**src/rtl/jtkicker_obj_pkg.sv**
```systemverilog
// Shared definitions for the Kicker object scheduler:
// RAM entry layout, scan FSM encoding and the queued sprite word.
package jtkicker_obj_pkg;

    localparam logic ATTR_HALF = 1'b0;
    localparam logic CODE_HALF = 1'b1;

    localparam logic [2:0] ST_IDLE = 3'd0;
    localparam logic [2:0] ST_RD0  = 3'd1;
    localparam logic [2:0] ST_RD1  = 3'd2;
    localparam logic [2:0] ST_PUSH = 3'd3;
    localparam logic [2:0] ST_NEXT = 3'd4;

    localparam int FIFO_W = 28;

    typedef struct packed {
        logic [7:0] code;
        logic [7:0] xpos;
        logic [7:0] attr;
        logic [3:0] v;
    } obj_entry_t;

endpackage

```
**src/rtl/jtkicker_objsched_fifo.sv**
```systemverilog
// Small single-clock FIFO holding sprites queued for drawing.
// Push and pop act only on enabled cycles; flush empties it at once.
module jtkicker_objsched_fifo #(
    parameter int DEPTH = 4,
    parameter int W     = 28
)(
    input  logic         clk,
    input  logic         rst,
    input  logic         cen,
    input  logic         push,
    input  logic         pop,
    input  logic         flush,
    input  logic [W-1:0] din,
    output logic [W-1:0] dout,
    output logic         full,
    output logic         empty
);
    localparam int AW = $clog2(DEPTH);

    logic [W-1:0] mem [DEPTH];
    logic [AW:0]  wptr;
    logic [AW:0]  rptr;
    logic         do_push;
    logic         do_pop;

    assign do_push = cen & push & ~full & ~flush;
    assign do_pop  = cen & pop & ~empty & ~flush;
    assign empty   = wptr == rptr;
    assign full    = (wptr[AW] != rptr[AW]) &&
                     (wptr[AW-1:0] == rptr[AW-1:0]);
    assign dout    = mem[rptr[AW-1:0]];

    // Read/write pointers; flush drops every queued entry
    always_ff @(posedge clk) begin
        if (rst || (cen && flush)) begin
            wptr <= '0;
            rptr <= '0;
        end else begin
            if (do_push) wptr <= wptr + 1'b1;
            if (do_pop)  rptr <= rptr + 1'b1;
        end
    end

    // Entry storage
    always_ff @(posedge clk) begin
        if (do_push) mem[wptr[AW-1:0]] <= din;
    end

endmodule

```
**src/rtl/jtkicker_objsched.sv**
```systemverilog
// Per-line object table scan: keeps sprites covering the render
// line and hands them to the draw engine through a small FIFO.
module jtkicker_objsched
    import jtkicker_obj_pkg::*;
#(
    parameter int MAXOBJ     = 23,
    parameter int REV_SCAN   = 1,
    parameter int FIFO_DEPTH = 4
)(
    input  logic       clk,
    input  logic       rst,
    input  logic       cen2,
    input  logic       hinit,
    input  logic [7:0] vrender,
    input  logic       flip,
    output logic [6:0] scan_addr,
    input  logic [7:0] low_dout,
    input  logic [7:0] hi_dout,
    output logic       dr_start,
    input  logic       dr_busy,
    output logic [7:0] dr_code,
    output logic [7:0] dr_xpos,
    output logic [7:0] dr_attr,
    output logic [3:0] dr_v,
    output logic       ovf,
    output logic [4:0] obj_cnt
);
    localparam logic [5:0] FIRST = (REV_SCAN != 0) ? 6'(MAXOBJ) : 6'd0;
    localparam logic [5:0] LAST  = (REV_SCAN != 0) ? 6'd0 : 6'(MAXOBJ);

    logic [2:0] st;
    logic [5:0] obj;
    logic       half;
    logic       hl;
    logic [4:0] cnt;
    logic       start_d;
    obj_entry_t cur;
    obj_entry_t head;
    logic [7:0] y;
    logic [7:0] vrf;
    logic [7:0] diff;
    logic       inzone;
    logic       full;
    logic       empty;
    logic       push;
    logic       pop;
    logic       flush;

    assign scan_addr = {obj, half};

    // Sprite covers the line when the line sits 0..15 rows below its top
    assign y      = ~low_dout;
    assign vrf    = vrender ^ {8{flip}};
    assign diff   = vrf - y;
    assign inzone = diff[7:4] == 4'd0;

    assign flush = cen2 & hl & (st != ST_IDLE);
    assign push  = cen2 & ~hl & (st == ST_PUSH) & ~full;
    assign pop   = cen2 & ~empty & ~dr_busy & ~dr_start
                 & ~start_d & ~flush;

    jtkicker_objsched_fifo #(
        .DEPTH (FIFO_DEPTH),
        .W     (FIFO_W)
    ) u_fifo (
        .clk   (clk),
        .rst   (rst),
        .cen   (cen2),
        .push  (push),
        .pop   (pop),
        .flush (flush),
        .din   (cur),
        .dout  (head),
        .full  (full),
        .empty (empty)
    );

    // Line start latch: a one-clk hinit must survive until the next cen2
    always_ff @(posedge clk) begin
        if (rst)       hl <= 1'b0;
        else if (hinit) hl <= 1'b1;
        else if (cen2)  hl <= 1'b0;
    end

    // Table scan FSM; a new line always restarts from the first object
    always_ff @(posedge clk) begin
        if (rst) begin
            st      <= ST_IDLE;
            obj     <= 6'd0;
            half    <= ATTR_HALF;
            cnt     <= 5'd0;
            ovf     <= 1'b0;
            obj_cnt <= 5'd0;
            cur     <= '0;
        end else if (cen2) begin
            if (hl) begin
                ovf     <= st != ST_IDLE;
                obj_cnt <= cnt;
                cnt     <= 5'd0;
                obj     <= FIRST;
                half    <= ATTR_HALF;
                st      <= ST_RD0;
            end else begin
                case (st)
                    ST_RD0: begin
                        cur.attr <= low_dout;
                        cur.xpos <= hi_dout;
                        half     <= CODE_HALF;
                        st       <= ST_RD1;
                    end
                    ST_RD1: begin
                        cur.code <= hi_dout;
                        cur.v    <= diff[3:0] - 4'd1;
                        st       <= inzone ? ST_PUSH : ST_NEXT;
                    end
                    ST_PUSH: begin
                        if (!full) begin
                            if (cnt != 5'd31) cnt <= cnt + 5'd1;
                            st <= ST_NEXT;
                        end
                    end
                    ST_NEXT: begin
                        if (obj == LAST) begin
                            st <= ST_IDLE;
                        end else begin
                            obj  <= (REV_SCAN != 0) ? obj - 6'd1 : obj + 6'd1;
                            half <= ATTR_HALF;
                            st   <= ST_RD0;
                        end
                    end
                    default: st <= ST_IDLE;
                endcase
            end
        end
    end

    // Draw hand-off: pop into the output registers and pulse dr_start,
    // spacing starts so dr_busy has time to rise
    always_ff @(posedge clk) begin
        if (rst) begin
            dr_start <= 1'b0;
            start_d  <= 1'b0;
            dr_code  <= 8'd0;
            dr_xpos  <= 8'd0;
            dr_attr  <= 8'd0;
            dr_v     <= 4'd0;
        end else if (cen2) begin
            dr_start <= pop;
            start_d  <= dr_start;
            if (pop) begin
                dr_code <= head.code;
                dr_xpos <= head.xpos;
                dr_attr <= head.attr;
                dr_v    <= head.v;
            end
        end
    end

endmodule

```
**config.mk**
```make
export PLATFORM = sky130hd
export DESIGN_NAME = jtkicker_objsched
export DESIGN_NICKNAME = d
export VERILOG_FILES = /design/src/rtl/jtkicker_obj_pkg.sv /design/src/rtl/jtkicker_objsched_fifo.sv /design/src/rtl/jtkicker_objsched.sv
export SDC_FILE = /design/constraint.sdc
export NUM_CORES = 1
export LEC_CHECK = 0
export CORE_UTILIZATION = 40
export DETAILED_ROUTE_END_ITERATION = 6
export SLEW_MARGIN = 20
export SYNTH_ARGS = -nofsm -noshare
export SYNTH_HDL_FRONTEND = slang
export SYNTH_HIERARCHICAL = 1
export SYNTH_SLANG_ARGS = --single-unit
```
**constraint.sdc**
```tcl
create_clock -name clk -period 6 [get_ports clk]
set_input_delay 0.6 -clock clk [delete_from_list [all_inputs] [get_ports clk]]
set_output_delay 0.6 -clock clk [all_outputs]
set_load 0.02 [all_outputs]
```
==> metrics.csv <==
metric,value,unit
initial core utilization,41.2,%
CP bufs+invs,4,
# rows,51,
Post-Syn Area,8090,um2
grt total ovfl,0,
htree depth,4,
worst vdd ir,213,uV
DP HPWL,10700,um
P_leak,3.18,nW
die height,144,um
post-synthesis simple-gate area fraction,10.9,%
largest net degree at the start of global routing,81,
fraction of registers with async set/reset,0,%
first-pass GRT wire length,26100,um
Synth Area in Compound Gates,8.66,%
DRC viols,0,
"commonest non-fill, non-tap cell in the layout",nand2_1,
Total Nets Final,749,
initial DRC count,257,
"Setup Fix Bufs, Post-CTS",0,
Synth Area per Inst,12.7,um2
fillers,1775,
Syn. warnings,6,
"worst slack, placed",2.29,ns
area post-placement,9040,um2
FF/Latch Area,5130,um2
DR pass1 iterations,4,
io pins,72,
antenna violations before repair,0,
Final Cycle Share,54.3,%
Setup crit start kind,input port,
cell accounting for the most synthesized area,edfxtp_1,
Synth cell types,56,
Max Clk Rate,307,MHz
antenna-violating nets left,0,
"EDFF count, synth",112,
Root Driver,clkbuf_16,
Clock Skew,0.00880,ns
vias per cell,5.09,
clock-pin slew of the registers on the worst-case setup and hold paths,0.06,ns
"slowest stage delay, CP",0.76,ns
post-synthesis adder-cell area fraction,2.88,%
Mapped Cells,635,
Pins Over Slew Limit,0,
DIE AREA,20800,um2
P&R area growth vs syn,19.1,%
cts bufs inserted,17,
"Net Count, Synth",683,
worst rel slew slack,41.4,%
RSZ-0062 raised after global routing,false,
area share of the largest cell type after synthesis,41.6,%
layout cells sized above 1,11.8,%
number of synthesized register bits,200,
CTS resizes,0,
Skew-Pair Late Insertion Delay,0.43,ns
post-route cell area,9640,um2
Hold Fails Final Rpt,0,
status,finished clean,
PortBufs,71,
GP Congestion,0.802,
Fin Hold WS,0.453,ns
xor/xnor share of the synthesized area,2.77,%
die width,144,um
cts hold-fix bufs,0,
placeable core area,19700,um2
PnR worst setup slack,2.74,ns
critical setup path kind,in -> reg,
final setup fails,0,
P per Cell Area,285,nW/um2
"Arr. time, crit path",3.61,ns
CTS max path bufs,2,
worst-margin pin slew,0.879,ns
setup TNS,0,ns
Worst Path Max Fanout,30,
Global Route Usage Sum,17.0,%
register area share after synthesis,63.3,%
"Primary FF master, synth",edfxtp_1,
vias in the first global route,4873,
largest family of logic cells by synthesized area,simple AND/OR/NAND/NOR gates,
CTS tree,built,
total power,2.75,mW
WP data required,6.36,ns
Clock Sinks,200,
crit-path cells,"clkdlybuf4s50_1, inv_1, nor4b_1, o21ai_2, buf_4, inv_2, nand3b_1, a311oi_1, mux2i_1",
crit path time final,3.26,ns
DRT Wirelength,16600,um
"Max stage delay cell, worst path",clkdlybuf4s50_1,
wire per inst,16.9,um
CP top delay family,buffers and inverters,
Hold/Removal Path Class,reg -> reg,
Vias,4981,
Worst setup EP type,register,
area of the multi-input gates,2750,um2
top post-synthesis cells by area,"edfxtp_1 (42%), dfxtp_1 (22%), mux4_2 (7.8%)",
"commonest cells after routing, fill and taps aside","nand2_1 (136), edfxtp_1 (112), dfxtp_1 (87), a21oi_1 (75), clkdlybuf4s50_1 (70)",
Inserted Diodes,0,
mux share of post-synthesis cell area,8.66,%
Max-Cap Viols,0,
[sequential cells by signal, summed over array words and instances, names as in the netlist, named ones only]
signal and flops:
st 3, u_fifo/mem 112, hl 1, cur 28, cnt 5, dr_v 4, obj_cnt 5, dr_xpos 8
dr_attr 8, obj 6, ovf 1, u_fifo/rptr 3, half 1, u_fifo/wptr 3, dr_start 1, dr_code 8
start_d 1
[worst register-to-register path: stages (launching register included)]
cell	delay (ns)
dfxtp_1	0.46
xnor2_2	0.20
nand2_1	0.13
nor2_1	0.05
nor2_1	0.10
nor4b_1	0.29
o21ai_2	0.09
buf_4	0.26
inv_2	0.47
nand3b_1	0.21
a311oi_1	0.40
mux2i_1	0.22
[cell type report]
cell class / instances / area share (%)
Tap cell: 265 / 3.44
Clock buffer: 21 / 4.67
Sequential cell: 200 / 53.2
Multi-Input combinational cell: 386 / 28.5
Clock inverter: 11 / 1.51
Timing Repair Buffer: 80 / 8.02
Inverter: 16 / 0.623
[layer usage]
layer / wire length [um] / GRT usage, % / share of wire, %
met1: 7430 / 21.6 / 45
met2: 8170 / 28.2 / 49
met3: 669 / 4.04 / 4.0
met4: 295 / 6.37 / 1.8
met5: 0 / 0 / 0
[metrics by stage]
stage / instances / util [%]
final: 979 / 49.1
after global routing: 979 / 49.1
after CTS: 979 / 49.0
after detailed placement: 947 / 46.0
after global placement: 947 / 46.0
after floorplan: 635 / -
[synthesized netlist by cell type (all sizes together), types with 3 or more instances]
library cell  number
nor2b              3
a311oi             4
clkbuf            14
a211oi             8
nor4b              4
dfxtp             88
mux2i              7
nand2b             5
buf               19
nand3b             3
o21ai              6
and2               4
a21oi             76
a22oi              3
mux4              28
xor2              10
a31oi              5
nand2            137
nor3               3
nor2              27
inv               16
ha                17
nand3              4
edfxtp           112
xnor2             13
[power breakdown]
part | internal, mW | leakage, nW | switching [mW] | total [mW]
Sequential | 1.44 | 1.81 | 0.0110 | 1.45
Combinational | 0.0674 | 1.08 | 0.0821 | 0.150
Clock | 0.668 | 0.285 | 0.476 | 1.14
[logic make-up after synthesis]
logic type	after synthesis
fa+ha+maj	18
compound gates	111
buf+inv	49
flops	200
simple gates	199
xor+xnor	23
mux	35
[path summary, 6_finish.rpt]
path | end | cells after the start | slack [ns] | from
worst max-delay path | u_fifo/rptr[2]$_SDFFE_PP0P_ | 9 | 2.74 | cen2
worst min register to register | dr_xpos[1]$_SDFFE_PP0P_ | 2 | 0.45 | dr_xpos[1]$_SDFFE_PP0P_
worst max register to register | u_fifo/rptr[2]$_SDFFE_PP0P_ | 11 | 3.06 | u_fifo/wptr[1]$_SDFFE_PP0P_
worst min-delay path | dr_xpos[1]$_SDFFE_PP0P_ | 2 | 0.45 | dr_xpos[1]$_SDFFE_PP0P_
No activity file was read; power rests on OpenSTA's default activity.
